--- config.mk ---
export PLATFORM = sky130hd
export DESIGN_NAME = abp_sender_transmitter
export DESIGN_NICKNAME = d
export VERILOG_FILES = /design/src/rtl/abp_pkg.sv /design/src/rtl/abp_ack_timer.sv /design/src/rtl/abp_sender_transmitter.sv
export SDC_FILE = /design/constraint.sdc
export NUM_CORES = 1
export LEC_CHECK = 0
export CORE_UTILIZATION = 47
export CTS_CLUSTER_DIAMETER = 30
export DETAILED_ROUTE_END_ITERATION = 16
export PLACE_DENSITY = 0.77
export SYNTH_ARGS = -nofsm -noshare
export SYNTH_HDL_FRONTEND = slang
export SYNTH_SLANG_ARGS = --single-unit
--- constraint.sdc ---
create_clock -name aclk -period 2.2 [get_ports aclk]
set_input_delay 0.44 -clock aclk [delete_from_list [all_inputs] [get_ports aclk]]
set_output_delay 0.44 -clock aclk [all_outputs]
set_load 0.005 [all_outputs]
--- src/rtl/abp_pkg.sv ---
// abp_pkg: ABP framing constants and sender state type shared by sender and receiver
package abp_pkg;
  localparam int FRAME_BYTES = 64;
  localparam int VALUE_BYTES = 8;
  localparam int SEQ_BYTE_IDX = 63;
  typedef enum logic [1:0] {IDLE, SEND, WAIT_ACK} abp_tx_state_t;
endpackage

--- src/rtl/abp_ack_timer.sv ---
// abp_ack_timer: acknowledgement timeout counter
//   clk, rst_n : clock, asynchronous active-low reset
//   clr        : synchronous clear to zero, wins over en
//   en         : advance the count this cycle
//   expire     : en while the count sits at TIMEOUT_CYCLES-1
module abp_ack_timer #(
  parameter int TIMEOUT_CYCLES = 4096
) (
  input  logic clk,
  input  logic rst_n,
  input  logic clr,
  input  logic en,
  output logic expire
);
  logic [15:0] count;
  assign expire = en && count == 16'(TIMEOUT_CYCLES - 1);
  always_ff @(posedge clk or negedge rst_n)
    if (!rst_n) count <= '0;
    else count <= clr ? '0 : en ? count + 16'd1 : count;
endmodule

--- src/rtl/abp_sender_transmitter.sv ---
// abp_sender_transmitter: frames a 64-bit value into a 64-byte ABP packet, holds it until acked, resends on timeout
//   aclk, aresetn           : clock, asynchronous active-low reset
//   send_valid/ready/value  : value hand-off from the local sender
//   m_axis_*                : AXI4-Stream byte output, tlast on byte 63
//   ack_valid, ack_bit      : acknowledgement strobe and its sequence bit
//   busy, seq_bit, done     : frame outstanding, current alternating bit, matching-ack pulse
//   retry_count             : saturating retransmission count for the current value
module abp_sender_transmitter #(
  parameter int TIMEOUT_CYCLES = 4096,
  parameter int RETRY_WIDTH = 16
) (
  input  logic                   aclk,
  input  logic                   aresetn,
  input  logic                   send_valid,
  output logic                   send_ready,
  input  logic [63:0]            send_value,
  output logic                   m_axis_tvalid,
  input  logic                   m_axis_tready,
  output logic                   m_axis_tlast,
  output logic [7:0]             m_axis_tdata,
  input  logic                   ack_valid,
  input  logic                   ack_bit,
  output logic                   busy,
  output logic                   seq_bit,
  output logic                   done,
  output logic [RETRY_WIDTH-1:0] retry_count
);
  import abp_pkg::*;
  localparam int IW = $clog2(FRAME_BYTES);
  abp_tx_state_t state, state_nxt;
  logic [IW-1:0] byte_idx;
  logic [63:0] value;
  logic ready_en, accept, beat, last_beat, ack_match, expire, retx;
  // ready_en keeps send_ready low for the first cycle after reset release
  assign busy = state != IDLE;
  assign send_ready = ready_en && !busy;
  assign accept = send_valid && send_ready;
  assign m_axis_tvalid = state == SEND;
  assign m_axis_tlast = m_axis_tvalid && byte_idx == IW'(SEQ_BYTE_IDX);
  assign m_axis_tdata = !m_axis_tvalid ? 8'h00 :
                        byte_idx < IW'(VALUE_BYTES) ? value[{byte_idx[2:0], 3'b000} +: 8] :
                        {7'b0, m_axis_tlast && seq_bit};
  assign beat = m_axis_tvalid && m_axis_tready;
  assign last_beat = beat && m_axis_tlast;
  assign ack_match = state == WAIT_ACK && ack_valid && ack_bit == seq_bit;
  // a matching ack on the expiry cycle suppresses the retransmit
  assign retx = expire && !ack_match;
  abp_ack_timer #(.TIMEOUT_CYCLES(TIMEOUT_CYCLES)) u_timer (
    .clk(aclk),
    .rst_n(aresetn),
    .clr(state != WAIT_ACK),
    .en(state == WAIT_ACK),
    .expire(expire)
  );
  always_comb begin
    state_nxt = accept ? SEND : last_beat ? WAIT_ACK : ack_match ? IDLE : retx ? SEND : state;
  end
  always_ff @(posedge aclk or negedge aresetn)
    if (!aresetn) state <= IDLE;
    else state <= state_nxt;
  always_ff @(posedge aclk or negedge aresetn)
    if (!aresetn) begin
      ready_en <= 1'b0;
      value <= '0;
      byte_idx <= '0;
      seq_bit <= 1'b0;
      done <= 1'b0;
      retry_count <= '0;
    end else begin
      ready_en <= 1'b1;
      done <= ack_match;
      seq_bit <= seq_bit ^ ack_match;
      if (accept) value <= send_value;
      byte_idx <= accept || retx ? '0 : beat ? byte_idx + IW'(1) : byte_idx;
      retry_count <= accept ? '0 : retx && !(&retry_count) ? retry_count + RETRY_WIDTH'(1) : retry_count;
    end
endmodule

After elaboration in Yosys (flattened, before gate mapping) --
Index checks and enable logic that the tools add are counted.
Operators by class: add/subtract/negate cells 3, $mul 0, div/mod/pow operators 0, order comparisons 1, equal/unequal tests 6, shift-type cells 1, mux-type cells 12, bitwise operators 1, reductions and logical operators 21
Operators by type and width (count):
- $mux W16 | 4
- $shiftx A64 B7 Y8 | 1
- $add A16 B1 Y16 const B | 2
- $eq A16 B12 Y1 const B | 1
- $mux W8 | 2
- $reduce_and A16 Y1 | 1
- $mux W6 | 2
- $logic_and A1 B1 Y1 | 11
- $mux W2 | 4
- $reduce_bool A2 Y1 | 4
- $add A6 B1 Y6 const B | 1
- $eq A6 B6 Y1 const B | 1
- $lt A6 B4 Y1 const B | 1
- $reduce_bool A4 Y1 | 1
- $logic_not A1 Y1 | 3
- $eq A2 B1 Y1 const B | 1
- $eq A2 B2 Y1 const B | 1
- $ne A2 B2 Y1 const B | 1
- $eq A1 B1 Y1 | 1
- $logic_or A1 B1 Y1 | 1
- $xor A1 B1 Y1 | 1
Storage, ports and cells: flip-flop bits (word level) 107, latch bits 0, RAM bits 0, ROM bits 0, memories kept 0

Depth between registers and ports, before layout --
Gate-level depths: netlist (run 1).
depth after elaboration 9, gate-level depth with buffers 8, gate-level depth less buffers 6

Cells and area by module --
Synthesis (run 1) repeated with hierarchy kept, for this count alone.
Unflattened totals: cell total of the unflattened synthesis 563, area, all modules 5305.1 um^2
By module, submodules not included:
- abp_sender_transmitter | times used 1, cells an instance 477, area an instance 4443.0 um^2, sequential area each 2277.2 um^2
- abp_ack_timer | times used 1, cells an instance 86, area an instance 862.1 um^2, sequential area each 400.4 um^2

Worst setup path after synthesis (run 1) --
Ideal clock, no wire load.
path kind reg2out, start reg byte_idx[0], end out m_axis_tdata[6], arrival time 1606 ps, data required time 1760 ps, slack 154 ps, cell stages (with the launch flop) 6, buffers on the path 2, cells stage by stage dfrtp_1 > buf_2 > buf_2 > mux4_2 > mux2i_1 > nor2_1
On the way: word-level cells in the longest chain between the ends 3, elaborated cells between the ends (all ways) 4, those cells by class order compare: 1; shift: 1; mux: 2
Ends and longest elaborated chain:
- start: declaration | RTL line abp_sender_transmitter.sv:31 | logic [IW-1:0] byte_idx;
- start signal: assignment | RTL line abp_sender_transmitter.sv:74 | byte_idx <= accept || retx ? '0 : beat ? byte_idx + IW'(1) : byte_idx;
- $shiftx A64 B7 Y8 or $lt A6 B4 Y1 (tied branches) | RTL line abp_sender_transmitter.sv:41 | byte_idx < IW'(VALUE_BYTES) ? value[{byte_idx[2:0], 3'b000} +: 8] :
- $mux W8 * | RTL line abp_sender_transmitter.sv:41
- $mux W8 * | RTL line abp_sender_transmitter.sv:40 | assign m_axis_tdata = !m_axis_tvalid ? 8'h00 :
- end: declaration | RTL line abp_sender_transmitter.sv:20 | output logic [7:0] m_axis_tdata,
Mark *: on every way between the ends. The rest lies on a longest branch, timed or not.

Worst setup path after layout (run 1) --
start reg byte_idx[0], end out m_axis_tdata[0]
On the way: word-level cells in the longest chain between the ends 5, elaborated cells between the ends (all ways) 7, those cells by class order compare: 1; eq/ne: 1; shift: 1; mux: 2; reduce/logical: 2
Ends and longest elaborated chain (RTL line):
- branches (longest 3 deep; another with $shiftx A64 B7 Y8)
- $mux W8 * | abp_sender_transmitter.sv:41
- $mux W8 * | abp_sender_transmitter.sv:40
Every way passes the cells marked *.

==> results of run 1 <==
-- cell type report --
type                    count  area share [%]
clock inverters             6          0.8437
inverters                   6          0.3302
repair buffers            142           20.36
clock buffers              10           2.018
multi-input cells         404           34.68
well taps                 136           2.494
flip-flops and latches    107           39.27
-- flip-flops by register name, indices dropped and copies added, names as in the netlist --
| register | cells |
|---|---|
| seq_bit | 1 |
| done | 1 |
| state | 2 |
| u_timer.count | 16 |
| value | 64 |
| byte_idx | 6 |
| retry_count | 16 |
| ready_en | 1 |
-- worst max-delay path: stages (launching register included) --
cell,delay (ps)
sky130_fd_sc_hd__dfrtp_2,440
sky130_fd_sc_hd__buf_6,130
sky130_fd_sc_hd__buf_4,120
sky130_fd_sc_hd__ha_4,150
sky130_fd_sc_hd__nand3_4,70
sky130_fd_sc_hd__nor4_4,280
sky130_fd_sc_hd__nand2_1,80
sky130_fd_sc_hd__a22oi_1,180
sky130_fd_sc_hd__buf_2,150
-- how the worst max path moves through the flow --
stage / to / slack (ps) / cells past startpoint
after global routing: m_axis_tdata[0] / -300 / 6
final: m_axis_tdata[0] / -200 / 8
after CTS: m_axis_tdata[0] / -190 / 6
after floorplan: m_axis_tdata[6] / 150 / 5
after global placement: m_axis_tdata[7] / -60 / 5
after detailed placement: m_axis_tdata[7] / -90 / 5
-- what timing repair did --
item | CTS | global route
pin swaps | 11 | 8
endpoints found under the setup margin | 13 | 21
hold endpoints to repair | 0 | 0
buffers inserted | 16 | 1
resized for setup | 59 | 7
gates cloned | 2 | 0
hold buffers | 0 | 0
-- through the flow --
stage	worst slack (ps)	hold WS [ps]	instance area [um^2]	TNS, ps	utilization, %
4_1_cts	-185.6	24.79	6789	-1269	65.18
3_5_place_dp	-90.21	439.2	6402	-400.6	61.47
2_1_floorplan	154.5	144.4	5099	0	-
6_report	-199.4	24.17	6822	-1295	65.49
3_3_place_gp	-59.77	438.5	6402	-167.8	61.47
5_1_grt	-296.8	37.21	6822	-1978	65.49
-- cells in the final DEF (no fill, tap or decap), types with 3 or more instances in the layout --
cell	n
sky130_fd_sc_hd__o21ai_0	8
sky130_fd_sc_hd__xor2_1	12
sky130_fd_sc_hd__dfrtp_1	106
sky130_fd_sc_hd__inv_1	6
sky130_fd_sc_hd__mux2i_1	10
sky130_fd_sc_hd__nor2_1	33
sky130_fd_sc_hd__nand4_1	10
sky130_fd_sc_hd__and3_1	7
sky130_fd_sc_hd__and4_1	5
sky130_fd_sc_hd__or4_1	5
sky130_fd_sc_hd__xnor2_1	7
sky130_fd_sc_hd__nand3_1	14
sky130_fd_sc_hd__a21oi_1	10
sky130_fd_sc_hd__buf_4	29
sky130_fd_sc_hd__nand2_1	216
sky130_fd_sc_hd__buf_6	10
sky130_fd_sc_hd__inv_6	4
sky130_fd_sc_hd__a41oi_1	3
sky130_fd_sc_hd__buf_2	8
sky130_fd_sc_hd__clkdlybuf4s50_1	89
sky130_fd_sc_hd__buf_12	5
sky130_fd_sc_hd__mux4_2	16
sky130_fd_sc_hd__nor3_1	6
sky130_fd_sc_hd__a31oi_1	3
sky130_fd_sc_hd__clkbuf_8	10
sky130_fd_sc_hd__or3_1	5
-- Yosys cell counts (all sizes together) --
library cell and instances:
nand4 10, xnor2 7, dfrtp 107, nor4b 1, nor2b 2, or3 5
nor4 4, or4 6, ha 3, and3 9, o211ai 1, and3b 1
and2 2, inv 6, nor3 8, nand2b 2, xor2 12, a41oi 3
or2 1, a22oi 1, or4b 1, mux4 16, o31ai 2, a31oi 3
mux2i 10, nand2 217, and4 5, buf 7, a21oi 10, a311oi 1
o21ai 8, clkbuf 21, a211oi 1, nor2 35, conb 1, nand3 16
-- power by group through the flow --
stage	Clock [mW]	Sequential, mW	Combinational (mW)
2_1_floorplan	0	2.73	1.30
3_3_place_gp	0	2.86	2.03
3_5_place_dp	0	2.88	2.11
4_1_cts	1.22	2.86	2.29
5_1_grt	1.31	2.93	2.55
6_report	1.20	2.89	2.33
-- routing by layer --
metal  global-route usage (%)  up-vias  share of wire (%)
met5                        0        -                  0
met4                    9.028        0                2.8
met3                    5.579       29                6.3
met2                    41.47      176                 51
met1                    29.37     2148                 40
li1                         -     2068                  -
-- kinds of logic (layout without fill, tap and decap cells) --
logic type / Yosys count / in the layout / synth area share (%)
adder cells (fa/ha/maj): 3 / 3 / 0.7363
multiplexers: 26 / 26 / 9.031
AND/OR/NAND/NOR: 325 / 325 / 28.10
flip-flops: 107 / 107 / 52.52
other: 1 / 1 / 0.07355
buffers and inverters: 34 / 164 / 2.724
XOR/XNOR: 19 / 19 / 3.264
AO/OA/AOI/OAI: 30 / 30 / 3.559
==> results.py, run 1 <==
metrics = {
    "critical_path": {
        "criticalPathCategory": "register to primary output",
        "worstSetupStartpointType": "register",
        "r2r.worst_path.cells": 5,
        "endpoint_kind": "primary output",
        "r2r-start": "u_timer.count[14]",
        "timing.critical_path.fanout_max": 4,
        "critical_path.reg2reg.endpoint": "retry_count[13]",
        "worst_ep_arrival_time_ps": 1960,
        "reg2reg_slack_ps": 80,
        "worst_setup_path_startpoint": "byte_idx[0]",
        "worstPathRequired_ps": 1760,
    },
    "yosys": {
        "yosys_register_bits": 107,
        "syn-num-nets": 618,
        "netlist-cell-type-count": 42,
        "synth_cells": 545,
        "synth-seq-area-share_pct": 52.52,
        "synthesis.yosys.warnings": 0,
        "post-synth-top-area-fraction_pct": 52.52,
        "synth.largest_area_cell": "sky130_fd_sc_hd__dfrtp_1",
        "syn_area_per_cell_um2": 9.355,
        "synthTopCellsByArea": "sky130_fd_sc_hd__dfrtp_1 (53%), sky130_fd_sc_hd__nand2_1 (16%), sky130_fd_sc_hd__mux4_2 (7.1%)",
        "post_synth_instance_area_um2": 5099,
    },
    "clock_network": {
        "insertion_delay_ps": 380,
        "clockRootBuffer": "sky130_fd_sc_hd__clkbuf_8",
        "h-tree-depth": 3,
        "cts_buffer_count": 9,
        "tritoncts_clock_tree": "built",
        "clock-sinks": 107,
        "clkSlewWorstSetupHoldPaths_ps": 100,
        "clockBufferDepth": 2,
    },
    "grt": {
        "track_usage_pct": 24.07,
        "grt_remaining_overflow": 0,
        "grt_start_max_net_pins": 71,
        "grt_pass1_vias": 4465,
        "grt_first_pass_wirelength_um": 20940,
        "initial_antenna_violation_count": 0,
    },
    "final_layout": {
        "area_growth_pct": 33.79,
        "fill_cell_count": 844,
        "final_layout_size_suffix_gt1_share_pct": 15.26,
        "num-nets-final": 743,
        "register_area_um2": 2679,
        "antenna_diodes": 0,
        "multi_input_gate_area_in_the_final_layout_um2": 2366,
        "finalNonFillerCells": 811,
    },
    "min_path": {
        "holdCritPathClass": "input port to asynchronous set/reset pin",
    },
    "floorplanning": {
        "num_rows": 37,
        "die_area_um2": 11270,
        "design.portCount": 100,
        "initial_utilization_pct": 48.95,
        "floorplan.die.height_um": 106.2,
        "core_region_area_um2": 10420,
        "die-width_um": 106.2,
    },
    "sta": {
        "maxClockFrequency_mhz": 416.8,
        "finalCritPeriodShare_pct": 109.1,
        "report.final.setup_viol": 9,
        "worst_margin_slew_ps": 501.6,
        "worst_clock_skew_ps": 16.17,
        "final-max-slew-violation-count": 0,
        "min_period_ps": 2399,
        "maxSlewHeadroom_pct": 66.56,
        "setup_repair_after_global_routing_missed_its_margin": "true",
        "hold_violations": 0,
        "setup_ws_ps": -199.4,
    },
    "power": {
        "totalPowerFinal_mw": 6.416,
        "power.share.sequential_pct": 45.0,
        "max-vdd-ir-drop_v": 0.0005660,
        "switching_share_pct": 33.40,
        "internal-power_mw": 4.273,
        "leakage_nw": 3.183,
        "combPwrFrac_pct": 36.3,
        "clock_network_power_share_pct": 18.7,
        "p_sw_mw": 2.143,
        "power_per_unit_of_standard_cell_area_nw_per_um2": 940.6,
    },
    "placement": {
        "placed_cells_incl_taps": 778,
        "port-buffer-count": 99,
        "dp.final_hpwl_um": 8819,
        "gp_congestion": 0.8972,
    },
    "routing": {
        "avgViaCountPerCell": 5.451,
        "wl_per_cell_um": 16.06,
        "route.detailed.drc": 0,
        "first_pass_iters": 5,
        "ant_nets": 0,
        "route.final.wire_length_um": 13020,
        "drt_first_iter_violations": 171,
        "vias": 4421,
    },
    "run_status": {
        "run_status": "finished, violations left",
        "violations": "negative setup slack",
    },
    "run": {
        "maxCapViolCount": 0,
    },
}
Power figures use the tool's default switching activity.
==> inputs of run 2 (changes only) <==
--- a/config.mk
+++ b/config.mk
@@ -9,6 +9,7 @@
 export CTS_CLUSTER_DIAMETER = 30
 export DETAILED_ROUTE_END_ITERATION = 16
 export PLACE_DENSITY = 0.77
+export RECOVER_POWER = 50
 export SYNTH_ARGS = -nofsm -noshare
 export SYNTH_HDL_FRONTEND = slang
 export SYNTH_SLANG_ARGS = --single-unit
==> run 2 against run 1 <==
Net effect: the flow still finishes with violations (negative setup slack); sequential share of layout area is 0.25 points higher; largest power group unchanged; core utilization down 0.42 points; highest routed layer unchanged; clock skew is 1.3 ps higher; sequential cell count stayed put; global-route usage unchanged; sequential power about the same; clock-buffer cell count unchanged; combinational power about the same; worst hold slack gained 150 ps; via count is 0.16% higher; largest cell class unchanged; critical path depth unchanged; power fell by 0.18%.
==> results.py, run 2 (synthesis gave the netlist of run 1 again) <==
metrics = {
    "min_path": {
        "holdCritPathClass": "input port to asynchronous set/reset pin",
    },
    "critical_path": {
        "timing.critical_path.fanout_max": 4,
        "r2r-start": "u_timer.count[14]",
        "worst_ep_arrival_time_ps": 1960,
        "endpoint_kind": "primary output",
        "worstPathRequired_ps": 1760,
        "r2r.worst_path.cells": 5,
        "criticalPathCategory": "register to primary output",
        "critical_path.reg2reg.endpoint": "retry_count[13]",
        "worstSetupStartpointType": "register",
        "worst_setup_path_startpoint": "byte_idx[0]",
        "reg2reg_slack_ps": 70,
    },
    "sta": {
        "worst_clock_skew_ps": 17.42,
        "worst_margin_slew_ps": 929.6,
        "final-max-slew-violation-count": 0,
        "report.final.setup_viol": 9,
        "maxClockFrequency_mhz": 416.2,
        "maxSlewHeadroom_pct": 38.02,
        "setup_repair_after_global_routing_missed_its_margin": "true",
        "hold_violations": 0,
        "setup_ws_ps": -202.5,
        "finalCritPeriodShare_pct": 109.2,
        "min_period_ps": 2403,
    },
    "floorplanning": {
        "die_area_um2": 11270,
        "core_region_area_um2": 10420,
        "floorplan.die.height_um": 106.2,
        "num_rows": 37,
        "initial_utilization_pct": 48.95,
        "die-width_um": 106.2,
        "design.portCount": 100,
    },
    "grt": {
        "grt_pass1_vias": 4465,
        "top_usage_layer": "met2",
        "initial_antenna_violation_count": 0,
        "grt_remaining_overflow": 0,
        "track_usage_pct": 24.07,
        "global_routing_met2_resource_utilization_pct": 41.47,
        "met3_layer_usage_reported_by_global_route_pct": 5.579,
        "grt_first_pass_wirelength_um": 20940,
        "grt_start_max_net_pins": 71,
        "use_met1_pct": 29.37,
    },
    "final_layout": {
        "final_layout_size_suffix_gt1_share_pct": 14.81,
        "most_common_cell_after_layout_fill_and_taps_aside": "sky130_fd_sc_hd__nand2_1",
        "most-common-layout-cells": "sky130_fd_sc_hd__nand2_1 (216), sky130_fd_sc_hd__dfrtp_1 (106), sky130_fd_sc_hd__clkdlybuf4s50_1 (89)",
        "antenna_diodes": 0,
        "num-nets-final": 743,
        "largest_register_ff_count": 64,
        "fill_cell_count": 853,
        "final_design_area_no_fill_um2": 6778,
        "area_growth_pct": 32.93,
        "regMostFlops": "value",
        "layout_top_registers": "value: 64 flops, retry_count: 16 flops, u_timer.count: 16 flops",
    },
    "routing": {
        "avgViaCountPerCell": 5.460,
        "wl_per_cell_um": 16.06,
        "ant_nets": 0,
        "first_pass_iters": 5,
        "route.final.wire_length_um": 13020,
        "vias": 4428,
        "route.detailed.drc": 0,
        "drt_first_iter_violations": 171,
    },
    "clock_network": {
        "cts_buffer_count": 9,
        "clkSlewWorstSetupHoldPaths_ps": 100,
        "cts_hold_repair.buffers": 0,
        "insertion_delay_ps": 380,
        "clockRootBuffer": "sky130_fd_sc_hd__clkbuf_8",
        "h-tree-depth": 3,
        "clock-sinks": 107,
        "tritoncts_clock_tree": "built",
        "clockBufferDepth": 2,
    },
    "placement": {
        "port-buffer-count": 99,
        "place_area_um2": 6402,
        "dp.final_hpwl_um": 8819,
        "gp_congestion": 0.8972,
    },
    "power": {
        "power_per_unit_of_standard_cell_area_nw_per_um2": 944.9,
        "max-vdd-ir-drop_v": 0.0005655,
        "totalPowerFinal_mw": 6.404,
        "leakage_nw": 3.161,
    },
    "run_status": {
        "run_status": "finished, violations left",
        "violations": "negative setup slack",
    },
    "run": {
        "maxCapViolCount": 0,
    },
}
## run 2: cell count changes in the layout (fill, tap and decap cells not counted), sizes merged
cell | before | now
buf | 53 | 47
clkbuf | 10 | 16
## run 2: worst max-delay path, stage by stage, from the launching register on
cell and delay [ps]:
sky130_fd_sc_hd__dfrtp_2 440, sky130_fd_sc_hd__buf_6 130, sky130_fd_sc_hd__buf_4 120, sky130_fd_sc_hd__ha_4 150
sky130_fd_sc_hd__nand3_4 70, sky130_fd_sc_hd__nor4_4 280, sky130_fd_sc_hd__nand2_1 80, sky130_fd_sc_hd__a22oi_1 180
sky130_fd_sc_hd__buf_2 150
## run 2: cell type report
type | instances | area (um^2) | area share, %
Inverter | 6 | 22.52 | 0.3323
Clock inverter | 6 | 57.56 | 0.8492
Timing Repair Buffer | 142 | 1345 | 19.84
Multi-Input combinational cell | 404 | 2366 | 34.91
Sequential cell | 107 | 2679 | 39.52
Clock buffer | 10 | 137.6 | 2.031
Tap cell | 136 | 170.2 | 2.511
## run 2: worst max path at each step
stage | endpoint | cells after the start
after floorplan | m_axis_tdata[6] | 5
after global placement | m_axis_tdata[7] | 5
after detailed placement | m_axis_tdata[7] | 5
after CTS | m_axis_tdata[0] | 6
after global routing | m_axis_tdata[0] | 6
final | m_axis_tdata[0] | 8
## run 2: power breakdown
part	internal [mW]	leakage, nW	total (mW)	switching [mW]
combinational	1.29	1.66	2.32	1.03
clock	0.476	0.102	1.20	0.725
sequential	2.50	1.40	2.89	0.387
total	4.26	3.16	6.40	2.14
## run 2: through the flow
step	instances	setup slack, ps	TNS (ps)	utilization [%]	hold slack (ps)
3_5_place_dp	778	-90.21	-400.6	61.47	439.2
5_1_grt	811	-296.8	-1978	65.07	231.2
6_report	811	-202.5	-1299	65.07	178.0
3_3_place_gp	778	-59.77	-167.8	61.47	438.5
2_1_floorplan	545	154.5	0	-	144.4
4_1_cts	811	-185.6	-1269	65.18	24.79
## run 2: routing by layer
metal  up-vias  wire length, um
met1      2144             5164
met5         -                0
met4         0              349
met3        31              855
li1       2069                -
met2       184             6653
## run 2: repair_timing
action | CTS | global route
gates resized for setup | 59 | 7
setup buffers | 16 | 1
pin swaps | 11 | 8
cloned | 2 | 0
setup endpoints to repair | 13 | 21
==> inputs of run 3 (changes only) <==
--- a/config.mk
+++ b/config.mk
@@ -5,6 +5,7 @@
 export SDC_FILE = /design/constraint.sdc
 export NUM_CORES = 1
 export LEC_CHECK = 0
+export CORE_MARGIN = 2
 export CORE_UTILIZATION = 47
 export CTS_CLUSTER_DIAMETER = 30
 export DETAILED_ROUTE_END_ITERATION = 16
==> run 3 against run 2 <==
Net effect: critical path type unchanged; power fell by 3.3%; global-route usage fell by 2.2 points; sequential cell count did not move; the run still ends with negative setup slack left; via count fell by 2.7%.
==> results.py, run 3 (synthesis gave the netlist of run 1 again) <==
metrics = {
    "grt": {
        "grt_remaining_overflow": 0,
        "grt_first_pass_wirelength_um": 20120,
        "grt_start_max_net_pins": 108,
        "track_usage_pct": 21.86,
        "initial_antenna_violation_count": 0,
        "grt_pass1_vias": 4320,
    },
    "sta": {
        "hold_violations": 0,
        "worst_clock_skew_ps": 16.22,
        "finalCritPeriodShare_pct": 109.1,
        "min_period_ps": 2399,
        "report.final.setup_viol": 9,
        "maxSlewHeadroom_pct": 5.139,
        "final-max-slew-violation-count": 0,
        "worst_margin_slew_ps": 1423,
        "setup_repair_after_global_routing_missed_its_margin": "true",
        "setup_ws_ps": -199.1,
        "post_route_setup_tns_ps": -1336,
        "maxClockFrequency_mhz": 416.8,
    },
    "clock_network": {
        "clockRootBuffer": "sky130_fd_sc_hd__clkbuf_8",
        "cts_hold_repair.buffers": 0,
        "tritoncts_clock_tree": "built",
        "clkSlewWorstSetupHoldPaths_ps": 100,
        "h-tree-depth": 3,
        "insertion_delay_ps": 370,
        "clock-sinks": 107,
        "clockBufferDepth": 2,
        "cts_buffer_count": 9,
    },
    "critical_path": {
        "worst_path_dominant_cell_family": "multiplexers",
        "chain_of_cells_forming_the_critical_path": "buf_12 -> buf_8 -> mux4_2 -> mux2i_1 -> nor2_1 -> buf_2",
        "worstSetupStartpointType": "register",
        "criticalPathCategory": "register to primary output",
        "worstPathRequired_ps": 1760,
        "r2r-start": "u_timer.count[14]",
        "worst_setup_path_startpoint": "byte_idx[0]",
        "critical_path.reg2reg.endpoint": "retry_count[11]",
        "reg2reg_slack_ps": 0,
        "endpoint_kind": "primary output",
        "worst_ep_arrival_time_ps": 1960,
        "cpMaxStageDelayCell": "sky130_fd_sc_hd__mux4_2",
        "timing.critical_path.fanout_max": 8,
        "cp-endpoint": "m_axis_tdata[2]",
        "cp_slowest_stage_delay_ps": 530,
        "cp_num_cells": 6,
        "critical_path_buf_inv_count": 3,
        "r2r.worst_path.cells": 7,
    },
    "floorplanning": {
        "die_area_um2": 11700,
        "core_region_area_um2": 10700,
        "floorplan.die.height_um": 108.2,
        "die-width_um": 108.2,
        "num_rows": 38,
        "initial_utilization_pct": 47.66,
        "design.portCount": 100,
    },
    "power": {
        "power_per_unit_of_standard_cell_area_nw_per_um2": 919.1,
        "max-vdd-ir-drop_v": 0.0005951,
        "leakage_nw": 3.110,
    },
    "routing": {
        "first_pass_iters": 5,
        "ant_nets": 0,
        "wl_per_cell_um": 15.42,
        "avgViaCountPerCell": 5.337,
        "route.final.wire_length_um": 12440,
        "drt_first_iter_violations": 229,
        "vias": 4307,
        "route.detailed.drc": 0,
    },
    "final_layout": {
        "regMostFlops": "value",
        "most-common-layout-cells": "sky130_fd_sc_hd__nand2_1 (215), sky130_fd_sc_hd__dfrtp_1 (106), sky130_fd_sc_hd__clkdlybuf4s50_1 (89)",
        "area_growth_pct": 32.15,
        "most_common_cell_after_layout_fill_and_taps_aside": "sky130_fd_sc_hd__nand2_1",
        "final_layout_size_suffix_gt1_share_pct": 14.69,
        "largest_register_ff_count": 64,
        "antenna_diodes": 0,
        "num-nets-final": 735,
        "fill_cell_count": 898,
        "layout_top_registers": "value: 64 flops, retry_count: 16 flops, u_timer.count: 16 flops",
    },
    "placement": {
        "dp.final_hpwl_um": 8510,
        "gp_congestion": 0.8738,
        "port-buffer-count": 99,
        "dp_slack_ps": -124.7,
    },
    "run": {
        "maxCapViolCount": 0,
    },
    "min_path": {
        "holdCritPathClass": "register to register",
    },
    "run_status": {
        "violations": "negative setup slack",
        "run_status": "finished, violations left",
    },
}
## run 3: where the power goes
part	leakage, nW	switching, mW	internal, mW
registers	1.40	0.353	2.50
clock network	0.0897	0.681	0.453
logic	1.62	0.985	1.22
## run 3: layout make-up
class / count / area (um^2) / area share, %
sequential: 107 / 2679 / 39.76
timing repair buffer: 134 / 1297 / 19.26
tap: 140 / 175.2 / 2.600
clock inverter: 6 / 46.29 / 0.6871
clock buffer: 10 / 137.6 / 2.043
inverter: 6 / 22.52 / 0.3343
multi-input combinational: 404 / 2380 / 35.32
## run 3: metrics by stage
step	std cells	hold WS (ps)	total power, mW	area [um^2]	utilization, %
3_3_place_gp	781	452.2	4.882	6387	59.71
6_report	807	484.4	6.193	6738	62.98
2_1_floorplan	545	144.4	4.029	5099	-
4_1_cts	808	159.1	6.256	6704	62.67
5_1_grt	807	508.0	6.568	6738	62.98
3_5_place_dp	781	460.4	4.968	6387	59.71
## run 3: layer usage
layer / vias to the layer above / track usage [%] / routed length, um
met2: 141 / 38.19 / 6357
met3: 13 / 3.918 / 699
met1: 2099 / 27.92 / 5219
met4: 0 / 6.410 / 167
li1: 2054 / - / -
met5: - / 0 / 0
## run 3: worst min-delay path by stage
stage | from | to | slack [ps] | cells after the start
global route | value[14] | value[14] | 510 | 2
finish | value[9] | value[9] | 480 | 2
detailed placement | value[14] | value[14] | 460 | 2
global placement | value[21] | value[21] | 450 | 2
CTS | aresetn | u_timer.count[2] | 160 | 2
floorplan | aresetn | byte_idx[0] | 140 | 0
## run 3: timing repair
action | CTS | global route
buffers inserted | 9 | 0
cloned | 2 | 0
endpoints found under the setup margin | 14 | 26
pin swaps | 5 | 10
gates resized for setup | 46 | 19
## run 3: worst min-delay path, stage by stage (launching register included)
cell	delay (ps)
sky130_fd_sc_hd__dfrtp_1	360
sky130_fd_sc_hd__nand2_1	50
sky130_fd_sc_hd__nand2_1	50
